--- src/rtl/ctrl_seq.sv ---
// ctrl_seq -- control sequencer for the 8-bit single-bus CPU.
//
// A one-hot ring counter (T1..T6) fetches each instruction in T1..T3 and then
// decodes the IR opcode nibble into the per-cycle control strobes for T4..T6.
// HLT in T4 parks the sequencer in HALT; only clr_n low leaves HALT.
// All strobes are Moore outputs of the state register and the latched opcode.
// The datapath samples them on the next rising clk.
//
// Optional feature macro: CTRL_SEQ_SHORT_CYCLE_EN
//   When it is defined, JMP, OUT and NOP end after T4, LDA ends after T5,
//   and ADD and SUB still run to T6.
//   When it is undefined, every non-HLT instruction runs T1..T6.
//
// Ports:
//   clk          in   system clock, rising edge
//   clr_n        in   asynchronous active-low reset
//   run          in   1 = advance, 0 = stall in the current T-state (strobes forced 0)
//   ir_opcode    in   [3:0] opcode nibble from the IR (valid from T4)
//   pc_inc, load_pc, pc_oen, clk_en        out  program counter controls
//   mar_in, ram_oen, ir_in, ir_oen         out  MAR load, RAM drive, IR load, IR operand drive
//   a_in, a_oen, b_in, alu_oen, alu_sub, out_in  out  datapath strobes
//   tstate       out  [5:0] one-hot current T-state, bit 0 = T1 (0 in HALT)
//   halted       out  sticky halt flag
//   instr_done   out  high during the last T-state of each instruction
module ctrl_seq #(
    parameter logic [3:0] OP_LDA = 4'h0,
    parameter logic [3:0] OP_ADD = 4'h1,
    parameter logic [3:0] OP_SUB = 4'h2,
    parameter logic [3:0] OP_JMP = 4'h3,
    parameter logic [3:0] OP_OUT = 4'hE,
    parameter logic [3:0] OP_HLT = 4'hF
) (
    input  logic       clk,
    input  logic       clr_n,
    input  logic       run,
    input  logic [3:0] ir_opcode,
    output logic       pc_inc,
    output logic       load_pc,
    output logic       pc_oen,
    output logic       clk_en,
    output logic       mar_in,
    output logic       ram_oen,
    output logic       ir_in,
    output logic       ir_oen,
    output logic       a_in,
    output logic       a_oen,
    output logic       b_in,
    output logic       alu_oen,
    output logic       alu_sub,
    output logic       out_in,
    output logic [5:0] tstate,
    output logic       halted,
    output logic       instr_done
);

`ifdef CTRL_SEQ_SHORT_CYCLE_EN
    localparam bit SHORT_CYCLE = 1'b1;
`else
    localparam bit SHORT_CYCLE = 1'b0;
`endif

    // The state is one-hot. Bit 6 is HALT, so tstate is simply the low six bits.
    localparam logic [6:0] S_T1   = 7'b000_0001;
    localparam logic [6:0] S_T2   = 7'b000_0010;
    localparam logic [6:0] S_T3   = 7'b000_0100;
    localparam logic [6:0] S_T4   = 7'b000_1000;
    localparam logic [6:0] S_T5   = 7'b001_0000;
    localparam logic [6:0] S_T6   = 7'b010_0000;
    localparam logic [6:0] S_HALT = 7'b100_0000;

    // These are bit positions in the raw strobe vector.
    localparam int B_PC_INC  = 13;
    localparam int B_LOAD_PC = 12;
    localparam int B_PC_OEN  = 11;
    localparam int B_CLK_EN  = 10;
    localparam int B_MAR_IN  = 9;
    localparam int B_RAM_OEN = 8;
    localparam int B_IR_IN   = 7;
    localparam int B_IR_OEN  = 6;
    localparam int B_A_IN    = 5;
    localparam int B_A_OEN   = 4;
    localparam int B_B_IN    = 3;
    localparam int B_ALU_OEN = 2;
    localparam int B_ALU_SUB = 1;
    localparam int B_OUT_IN  = 0;

    logic [6:0]  state;
    logic [6:0]  state_nxt;
    logic [13:0] strb_raw;
    logic [13:0] strb;
    logic        is_lda, is_add, is_sub, is_jmp, is_out, is_hlt, is_nop;
    logic        last_state;
    logic        strb_en;

    assign is_lda = (ir_opcode == OP_LDA);
    assign is_add = (ir_opcode == OP_ADD);
    assign is_sub = (ir_opcode == OP_SUB);
    assign is_jmp = (ir_opcode == OP_JMP);
    assign is_out = (ir_opcode == OP_OUT);
    assign is_hlt = (ir_opcode == OP_HLT);
    assign is_nop = !(is_lda || is_add || is_sub || is_jmp || is_out || is_hlt);

    // This is the final T-state of the current instruction. The next edge with run returns to T1.
    always_comb begin
        last_state = 1'b0;
        case (state)
            S_T4:    last_state = SHORT_CYCLE && (is_jmp || is_out || is_nop);
            S_T5:    last_state = SHORT_CYCLE && is_lda;
            S_T6:    last_state = 1'b1;
            default: last_state = 1'b0;
        endcase
    end

    always_comb begin
        state_nxt = state;
        if (run) begin
            case (state)
                S_T1:    state_nxt = S_T2;
                S_T2:    state_nxt = S_T3;
                S_T3:    state_nxt = S_T4;
                S_T4:    state_nxt = is_hlt ? S_HALT : (last_state ? S_T1 : S_T5);
                S_T5:    state_nxt = last_state ? S_T1 : S_T6;
                S_T6:    state_nxt = S_T1;
                S_HALT:  state_nxt = S_HALT;
                default: state_nxt = S_T1;  // recover from any non-one-hot value
            endcase
        end
    end

    always_ff @(posedge clk or negedge clr_n) begin
        if (!clr_n) state <= S_T1;
        else        state <= state_nxt;
    end

    // This is the raw strobe decode of the current T-state and opcode.
    always_comb begin
        strb_raw = '0;
        case (state)
            S_T1: begin
                strb_raw[B_PC_OEN] = 1'b1;
                strb_raw[B_MAR_IN] = 1'b1;
            end
            S_T2: begin
                strb_raw[B_PC_INC] = 1'b1;
                strb_raw[B_CLK_EN] = 1'b1;
            end
            S_T3: begin
                strb_raw[B_RAM_OEN] = 1'b1;
                strb_raw[B_IR_IN]   = 1'b1;
            end
            S_T4: begin
                if (is_lda || is_add || is_sub) begin
                    strb_raw[B_IR_OEN] = 1'b1;
                    strb_raw[B_MAR_IN] = 1'b1;
                end
                if (is_jmp) begin
                    // The gated PC clock must tick for the load to take effect.
                    strb_raw[B_IR_OEN]  = 1'b1;
                    strb_raw[B_LOAD_PC] = 1'b1;
                    strb_raw[B_CLK_EN]  = 1'b1;
                end
                if (is_out) begin
                    strb_raw[B_A_OEN]  = 1'b1;
                    strb_raw[B_OUT_IN] = 1'b1;
                end
            end
            S_T5: begin
                if (is_lda) begin
                    strb_raw[B_RAM_OEN] = 1'b1;
                    strb_raw[B_A_IN]    = 1'b1;
                end
                if (is_add || is_sub) begin
                    strb_raw[B_RAM_OEN] = 1'b1;
                    strb_raw[B_B_IN]    = 1'b1;
                    strb_raw[B_ALU_SUB] = is_sub;
                end
            end
            S_T6: begin
                if (is_add || is_sub) begin
                    strb_raw[B_ALU_OEN] = 1'b1;
                    strb_raw[B_A_IN]    = 1'b1;
                    strb_raw[B_ALU_SUB] = is_sub;
                end
            end
            default: strb_raw = '0;  // HALT drives nothing
        endcase
    end

    // The clr_n input itself gates the strobes. Reset parks the state in T1,
    // and the T1 fetch strobes must not reach the bus while reset is held.
    assign strb_en = clr_n && run;
    assign strb    = strb_en ? strb_raw : '0;

    assign pc_inc  = strb[B_PC_INC];
    assign load_pc = strb[B_LOAD_PC];
    assign pc_oen  = strb[B_PC_OEN];
    assign clk_en  = strb[B_CLK_EN];
    assign mar_in  = strb[B_MAR_IN];
    assign ram_oen = strb[B_RAM_OEN];
    assign ir_in   = strb[B_IR_IN];
    assign ir_oen  = strb[B_IR_OEN];
    assign a_in    = strb[B_A_IN];
    assign a_oen   = strb[B_A_OEN];
    assign b_in    = strb[B_B_IN];
    assign alu_oen = strb[B_ALU_OEN];
    assign alu_sub = strb[B_ALU_SUB];
    assign out_in  = strb[B_OUT_IN];

    assign tstate     = state[5:0];
    assign halted     = state[6];
    assign instr_done = clr_n && last_state;

endmodule
--- config.mk ---
export PLATFORM = sky130hd
export DESIGN_NAME = ctrl_seq
export DESIGN_NICKNAME = d
export VERILOG_FILES = /design/src/rtl/ctrl_seq.sv
export SDC_FILE = /design/constraint.sdc
export NUM_CORES = 1
export LEC_CHECK = 0
export BUFFER_PORTS_ARGS = -buffer_cell sky130_fd_sc_hd__clkbuf_2
export CAP_MARGIN = 10
export CELL_PAD_IN_SITES_DETAIL_PLACEMENT = 1
export CELL_PAD_IN_SITES_GLOBAL_PLACEMENT = 2
export CORE_ASPECT_RATIO = 0.75
export CORE_MARGIN = 1.5
export CORE_UTILIZATION = 26
export DETAILED_ROUTE_END_ITERATION = 7
export PLACE_DENSITY_LB_ADDON = 0.1
export SLEW_MARGIN = 20
export SYNTH_ARGS = -nofsm -noshare
export SYNTH_HDL_FRONTEND = slang
export SYNTH_SLANG_ARGS = --single-unit
export TNS_END_PERCENT = 30
--- constraint.sdc ---
create_clock -name clk -period 3.24 [get_ports clk]
set_input_delay 0.648 -clock clk [delete_from_list [all_inputs] [get_ports clk]]
set_output_delay 0.648 -clock clk [all_outputs]
set_load 0.005 [all_outputs]
==> results_dict.tcl, run 1 <==
set metrics [dict create \
    synth_nets 90 \
    cts-buffers-inserted 3 \
    final_common_cell "clkbuf_2" \
    drv_cap 0 \
    worstMarginPinSlew_ns 0.4626 \
    maxSlewViolCount 0 \
    synth.mux.area_fraction_pct 1.754 \
    avgRoutedWirePerCell_um 14.05 \
    synthTopCellsByArea "dfrtp_1 (23%), nand2_1 (6.4%), inv_1 (5.3%)" \
    ys_seq_area_share_pct 27.49 \
    htree_levels 1 \
    hp-class "input pin to async pin" \
    power.clock.fraction_pct 18.7 \
    slowest_delay_ns 0.60 \
    worstSetupPathType "flip-flop to output pin" \
    synth.ff_latch_count 7 \
    power_frac_seq_pct 34.6 \
    critical_path.top_delay_family "simple AND/OR/NAND/NOR gates" \
    rrSetupSlack_ns 1.51 \
    p_leak_uw 0.0004001 \
    ys_types 35 \
    wl_mm 2.066 \
    ys_async_sr_fraction_pct 100.0 \
    grt_max_degree 15 \
    post_cts_buffers 0 \
    synth_warnings 0 \
    rsz0062_at_grt "false" \
    layout_min_cycle_time_ns 2.754 \
    root_buffer "clkbuf_4" \
    skew_ns 0.003119 \
    drive_gt1_share_pct 34.51 \
    fp.dieH_um 46.03 \
    synth_enable_flop_cells 0 \
    grt_pass1_wl_mm 3.422 \
    max_freq_mhz 363.1 \
    critPathSlowestCell "or4_4" \
    synth_fa_ha_area_share_pct 0 \
    regMostFlops "state" \
    vias 709 \
    cts_sinks 7 \
    grt_usage_pct 17.39 \
    clk_pin_slew_ns 0.05 \
    setup_tns_ns 0 \
    layout_setup_ws_ns 0.4863 \
    crit_chain "or4_4, nand4b_4, nor4_1, clkbuf_2" \
    cts_tree "built" \
    largest_registers "state x7" \
    antenna_found_initial 0 \
    synth_top_family_by_area "simple AND/OR/NAND/NOR gates" \
    yosysTopAreaCellShare_pct 23.39 \
    switching_share_pct 40.86 \
    powerDensity_nw_per_um2 507.6 \
    area_growth_pct 31.97 \
    fillers 310 \
    fp.coreArea_um2 2308 \
    dp_slack_ns 0.7685 \
    dp_hpwl_mm 1.693 \
    drtIter0Drc 18 \
    synth_top_area_cell "dfrtp_1" \
    synth-simple-area-share_pct 42.50 \
    dp_cells 143 \
    ioPinCount 29 \
    num_rows 15 \
    clock_latency_ns 0.25 \
    firstDrtPassIters 4 \
    clk_path_buf_depth 2 \
    start_kind "flip-flop" \
    fin_nets 121 \
    switchingPower_uw 175.7 \
    cp_num_buf_inv 1 \
    largest_register_ff_count 7 \
    synth_area_per_cell_um2 7.733 \
    finalHoldViolCount 0 \
    synth_xor_area_share_pct 4.094 \
    grt_pass1_vias 676 \
    cp.required_ns 2.59 \
    grt-ovfl-total 0 \
    crit_path_end_kind "output pin" \
    postRouteAntennaNets 0 \
    crit_arrival_ns 2.11 \
    fin_cells 147 \
    status "finished clean" \
    dieArea_um2 2779 \
    setup-violations-final 0 \
    synth_area_um2 641.9 \
    hold_ws_ns 0.3377 \
    io_buffers 28 \
    crit_fanout 8 \
    ctsHoldBuffers 0 \
    ys.flop_type "dfrtp_1" \
    antenna_cells 0 \
    start_util_pct 27.80 \
    syn_inst 83 \
    drcViolationCount 0 \
    synth_compound_area_share_pct 15.98 \
    cts.repair.resized 0 \
    combinationalPowerShare_pct 46.7 \
    die_w_um 60.37 \
    routabilityCongestion 0.7485 \
    final_cell_mix "clkbuf_2 (28), nand2_1 (11), inv_1 (9)" \
    max_slew_margin_pct 68.88 \
    viasPerCell 4.823 \
    p_int_uw 254.3 \
    ir_drop_uv 293.5 \
    fin_crit_sh_pct 84.99 \
]
stage by stage:
stage | total power (uW) | util, % | cell area [um^2]
after floorplan | 280.5 | - | 641.9
after global placement | 349.2 | 35.56 | 820.8
after detailed placement | 350.6 | 35.56 | 820.8
after CTS | 435.6 | 36.69 | 847.1
after global routing | 472.0 | 36.69 | 847.1
final | 429.9 | 36.69 | 847.1
metal layers:
layer | global-route usage, % | vias to the layer above | wire length [um]
met5 | 0 | - | 0
met4 | 1.333 | 0 | 0
met3 | 6.818 | 0 | 124
met2 | 24.35 | 19 | 843
met1 | 25.89 | 329 | 1097
li1 | - | 361 | -
final timing paths:
kind | startpoint | endpoint | depth (start not counted)
max | state[1]$_DFFE_PN0P_ | a_oen | 4
min | clr_n | state[2]$_DFFE_PN0P_ | 2
max reg2reg | state[1]$_DFFE_PN0P_ | state[6]$_DFFE_PN0P_ | 3
min reg2reg | state[0]$_DFFE_PN1P_ | state[0]$_DFFE_PN1P_ | 2
max in group asynchronous | clr_n | state[0]$_DFFE_PN1P_ | 2
min in group clk | state[0]$_DFFE_PN1P_ | state[0]$_DFFE_PN1P_ | 2
cell usage after synthesis, types with 2 or more instances:
cell      instances
inv_1             9
nor4_1            2
dfrtp_1           6
nor3_1            6
o22ai_1           4
clkbuf_1          3
nand4_1           3
nor2b_1           3
nand2_1          11
xnor2_1           2
nor2_1            6
nand2b_1          4
or4_4             2
worst reg2reg max path: cells and delay by family (launching register included):
kind            cells  cell delay (ns)
simple gates        2             1.14
flops               1             0.44
compound gates      1             0.07
cell type report:
| class | count | area [um^2] | share of cell area [%] |
|---|---|---|---|
| Timing Repair Buffer | 30 | 155.1 | 18.32 |
| Tap cell | 34 | 42.54 | 5.022 |
| Clock buffer | 4 | 26.28 | 3.102 |
| Multi-Input combinational cell | 63 | 412.9 | 48.74 |
| Inverter | 9 | 33.78 | 3.988 |
| Sequential cell | 7 | 176.4 | 20.83 |
cell families after synthesis:
| group | after synthesis |
|---|---|
| XOR/XNOR | 3 |
| AO/OA/AOI/OAI | 14 |
| flip-flops | 7 |
| buffers and inverters | 13 |
| multiplexers | 1 |
| AND/OR/NAND/NOR | 45 |
power groups by stage:
stage / Sequential, uW / Clock [uW] / Combinational (uW)
6_report: 149 / 80.4 / 201
5_1_grt: 155 / 90.8 / 226
4_1_cts: 149 / 84.6 / 202
3_5_place_dp: 151 / 0 / 200
3_3_place_gp: 150 / 0 / 200
2_1_floorplan: 133 / 0 / 147
Note: power is estimated with default switching activity, not from simulation.
==> run 2: changes to the inputs <==
Settings changed: CORE_UTILIZATION 26 to 21.
Clock period 3.24 ns to 2.4 ns, I/O delays scaled along.
==> run 2 against run 1 <==
The flow now finishes with violations (setup timing). Die area grew 22%. Utilization shrank 5.5 points. Global-route usage shrank 3.2 points. Wire length grew 4.2%. Critical path depth is the same. Sequential share of layout area shrank 1.5 points. Largest power group unchanged.
==> results_dict.tcl, run 2 (synthesis gave the netlist of run 1 again) <==
set metrics [dict create \
    wl_met2_um 901 \
    fin_nets 124 \
    clock_latency_ns 0.23 \
    cts-buffers-inserted 3 \
    drv_cap 0 \
    dieArea_um2 3401 \
    cts_tree "built" \
    drcViolationCount 0 \
    crit_path_end_kind "output pin" \
    cts_sinks 7 \
    final_common_cell "clkbuf_2" \
    layout_min_cycle_time_ns 2.408 \
    ioPinCount 29 \
    rsz0062_at_grt "true" \
    postRouteAntennaNets 0 \
    crit_arrival_ns 1.93 \
    io_buffers 28 \
    p_leak_uw 0.0004313 \
    crit_fanout 7 \
    dr.max_layer_used "met4" \
    setup-violations-final 1 \
    grt-ovfl-total 0 \
    final_cell_mix "clkbuf_2 (28), nand2_1 (11), inv_1 (9)" \
    clk_pin_slew_ns 0.04 \
    firstDrtPassIters 4 \
    status "finished, violations left" \
    fp.coreArea_um2 2935 \
    crit_chain "or4_4, nand4b_4, o31ai_1, clkbuf_2" \
    place_area_um2 848.3 \
    final_cell_area_um2 914.6 \
    avgRoutedWirePerCell_um 13.97 \
    slowest_delay_ns 0.56 \
    layout_setup_ws_ns -0.008081 \
    hp-class "input pin to async pin" \
    worstSetupPathType "flip-flop to output pin" \
    dp_hpwl_mm 1.746 \
    grt_max_degree 15 \
    grt_pass1_vias 692 \
    post_cts_buffers 0 \
    max_slew_margin_pct 69.82 \
    critPathSlowestCell "or4_4" \
    routabilityCongestion 0.7723 \
    worstMarginPinSlew_ns 0.4493 \
    largest_registers "state x7" \
    maxSlewViolCount 0 \
    start_util_pct 21.87 \
    num_rows 17 \
    wl_mm 2.152 \
    finalHoldViolCount 0 \
    largest_register_ff_count 7 \
    regMostFlops "state" \
    viasPerCell 4.747 \
    htree_levels 1 \
    drtIter0Drc 33 \
    powerDensity_nw_per_um2 726.3 \
    root_buffer "clkbuf_8" \
    die_w_um 66.84 \
    fp.dieH_um 50.88 \
    fin_crit_sh_pct 100.3 \
    wl_met1_mm 1.115 \
    hold_ws_ns 0.1960 \
    clk_path_buf_depth 2 \
    grt_usage_pct 14.21 \
    antenna_found_initial 0 \
    area_growth_pct 42.50 \
    ir_drop_uv 297.2 \
    drive_gt1_share_pct 37.93 \
    met3WireLength_um 111 \
    violations "setup timing" \
    cp.required_ns 1.92 \
    grt_pass1_wl_mm 3.525 \
    start_kind "flip-flop" \
    vias 731 \
    max_freq_mhz 415.3 \
    skew_ns 0.001812 \
    antenna_cells 0 \
]
-- run 2: timing repair --
item	4_1_cts	5_1_grt
gates resized for setup	1	2
hold buffers	0	0
pin swaps	0	1
setup endpoints to repair	3	4
gates cloned	0	0
-- run 2: final timing paths --
kind                                            from                   end  slack (ns)  depth (start not counted)
worst min-delay path                           clr_n  state[1]$_DFFE_PN0P_        0.20                          2
min in group clk                state[0]$_DFFE_PN1P_  state[0]$_DFFE_PN1P_        0.52                          2
worst max register to register  state[0]$_DFFE_PN1P_  state[6]$_DFFE_PN0P_        0.76                          3
worst max-delay path            state[0]$_DFFE_PN1P_                clk_en      -0.008                          4
worst min register to register  state[0]$_DFFE_PN1P_  state[0]$_DFFE_PN1P_        0.52                          2
max in group asynchronous                      clr_n  state[0]$_DFFE_PN1P_        1.99                          2
-- run 2: routing by layer --
| layer | vias to the layer above | global-route usage, % |
|---|---|---|
| met2 | 17 | 18.83 |
| met4 | 0 | 5.102 |
| met5 | - | 0 |
| met3 | 3 | 4.846 |
| met1 | 339 | 20.92 |
| li1 | 372 | - |
-- run 2: power breakdown --
group / leakage (uW) / internal (uW) / total [uW] / switching (uW)
Combinational: 0.000316 / 142 / 298 / 156
Clock: 0.0000228 / 115 / 171 / 55.7
Sequential: 0.0000925 / 149 / 195 / 45.8
Total: 0.000431 / 407 / 664 / 258
-- run 2: area by class of cell --
type,count,area (um^2)
clock buffers,4,45.04
fillers,376,2021
inverters,9,33.78
multi-input cells,63,434.2
flip-flops and latches,7,176.4
well taps,38,47.55
repair buffers,33,177.7
-- run 2: metrics by stage --
step	std cells	power, uW	setup slack [ns]	TNS, ns	utilization (%)
after detailed placement	150	492.7	0.1878	0	28.90
after floorplan	83	378.7	0.1317	0	-
after global routing	154	722.0	-0.1061	-0.1151	31.16
after CTS	154	671.4	-0.009997	-0.02573	30.65
final	154	664.3	-0.008081	-0.008081	31.16
after global placement	150	500.3	0.2271	0	28.90
-- run 2: worst max-delay path, delay by kind of cell (launching register included) --
kind	cells	cell delay, ns
and+or+nand+nor	2	0.81
DFF	1	0.39
AOI/OAI and AO/OA	1	0.32
buffers and inverters	1	0.16
==> run 3: changes to the inputs <==
Settings changed: PLACE_DENSITY set to 0.72, PLACE_DENSITY_LB_ADDON 0.1 to not set.
==> run 3 against run 2 <==
The flow now finishes without violations. Sequential power down 2%. Via count up 0.82%. Clock skew up 0.0016 ns. Largest cell class unchanged. Largest power group unchanged. Highest routed layer unchanged.
==> results_dict.tcl, run 3 (synthesis gave the netlist of run 1 again) <==
set metrics [dict create \
    largest_register_ff_count 7 \
    root_buffer "clkbuf_8" \
    final_cell_area_um2 924.6 \
    switching_share_pct 38.62 \
    drive_gt1_share_pct 38.46 \
    crit_path_end_kind "output pin" \
    switchingPower_uw 256.1 \
    layout_setup_ws_ns 0.05072 \
    status "finished clean" \
    dp_hpwl_mm 1.693 \
    viasPerCell 4.755 \
    drcViolationCount 0 \
    htree_levels 1 \
    hold_ws_ns 0.1748 \
    grt_pass1_wl_mm 3.636 \
    seqCellArea_um2 176.4 \
    drtIter0Drc 15 \
    place_area_um2 848.3 \
    max_freq_mhz 425.7 \
    p_leak_uw 0.0004401 \
    worstMarginPinSlew_ns 0.4185 \
    cts_tree "built" \
    startpoint "state[1]$_DFFE_PN0P_" \
    crit_fanout 5 \
    dp_slack_ns 0.1657 \
    maxSlewViolCount 0 \
    cp.required_ns 1.92 \
    ioPinCount 29 \
    regMostFlops "state" \
    cts_sinks 7 \
    final_util_pct 31.50 \
    firstDrtPassIters 4 \
    antenna_cells 0 \
    grt-ovfl-total 0 \
    p_int_uw 407.1 \
    ctsHoldBuffers 0 \
    grt_usage_pct 14.61 \
    drv_cap 0 \
    combinationalPowerShare_pct 45.3 \
    finalHoldViolCount 0 \
    area_growth_pct 44.05 \
    max_slew_margin_pct 71.89 \
    worstSetupPathType "flip-flop to output pin" \
    grt_pass1_vias 731 \
    num_rows 17 \
    cts-buffers-inserted 3 \
    routabilityCongestion 0.7478 \
    reg2reg_depth 3 \
    final_common_cell "clkbuf_2" \
    fin_nets 125 \
    vias 737 \
    clk_pin_slew_ns 0.04 \
    start_kind "flip-flop" \
    wl_mm 2.170 \
    avgRoutedWirePerCell_um 14.00 \
    die_w_um 66.84 \
    clock_latency_ns 0.23 \
    powerDensity_nw_per_um2 717.3 \
    start_util_pct 21.87 \
    reg2reg_to "state[6]$_DFFE_PN0P_" \
    fp.dieH_um 50.88 \
    fin_crit_sh_pct 97.89 \
    skew_ns 0.003403 \
    fillers 381 \
    clk_path_buf_depth 2 \
    final_cell_mix "clkbuf_2 (27), nand2_1 (11), inv_1 (9)" \
    power.clock.fraction_pct 25.8 \
    dieArea_um2 3401 \
    power_uw 663.3 \
    multiInputGateArea_um2 432.9 \
    grt_max_degree 16 \
    layout_min_cycle_time_ns 2.349 \
    setup-violations-final 0 \
    io_buffers 28 \
    hp-class "input pin to async pin" \
    largest_registers "state x7" \
    postRouteAntennaNets 0 \
    rsz0062_at_grt "true" \
    fp.coreArea_um2 2935 \
    antenna_found_initial 0 \
    rr_startpoint "state[1]$_DFFE_PN0P_" \
    crit_arrival_ns 1.87 \
    power_frac_seq_pct 28.9 \
    rrSetupSlack_ns 0.78 \
    ir_drop_uv 241.0 \
]
-- run 3: cell types whose count changed in the layout (fill, tap and decap cells not counted) --
| cell | change |
|---|---|
| nor4_2 | -1 |
| o31ai_1 | -1 |
| clkbuf_2 | -1 |
| buf_2 | +1 |
| nor4_1 | +1 |
| buf_6 | +1 |
| o31ai_2 | +1 |
-- run 3: power groups by stage --
stage | Clock [uW] | Combinational (uW) | Sequential (uW)
floorplan | 0 | 199 | 180
global placement | 0 | 296 | 190
detailed placement | 0 | 296 | 194
CTS | 176 | 301 | 192
global route | 182 | 335 | 198
finish | 171 | 301 | 191
-- run 3: worst max-delay path, cell delays in order, from the launching register on --
cell and delay, ns:
dfrtp_1 0.36, or4_4 0.58, nor4_1 0.40, o21bai_1 0.17, clkbuf_2 0.13
-- run 3: repair_timing --
item,4_1_cts,5_1_grt
endpoints found under the setup margin,2,6
buffers inserted,1,0
gates resized for setup,2,3
pin swaps,0,3
-- run 3: final cells by class --
class	instances	share of cell area (%)
Multi-Input combinational cell	63	46.82
Timing Repair Buffer	34	20.43
Sequential cell	7	19.08
Tap cell	38	5.142
Clock buffer	4	4.871
Inverter	9	3.654
-- run 3: through the flow --
stage               TNS [ns]  instances
finish                     0        155
global route        -0.07353        155
CTS                        0        155
detailed placement         0        150
global placement           0        150
floorplan                  0         83
-- run 3: metal layers --
metal | global-route usage (%) | share of wire [%] | up-vias
met5 | 0 | 0 | -
met4 | 7.143 | 1.9 | 0
met3 | 2.643 | 3.1 | 5
met2 | 21.17 | 43 | 14
met1 | 20.77 | 52 | 350
li1 | - | - | 368
-- run 3: worst max path at each step --
stage               to  slack (ns)  depth (start not counted)
3_5_place_dp    out_in        0.17                          4
4_1_cts         out_in       0.009                          4
6_report       ram_oen        0.05                          4
5_1_grt        ram_oen       -0.07                          4
2_1_floorplan   out_in        0.13                          4
3_3_place_gp     a_oen        0.21                          4
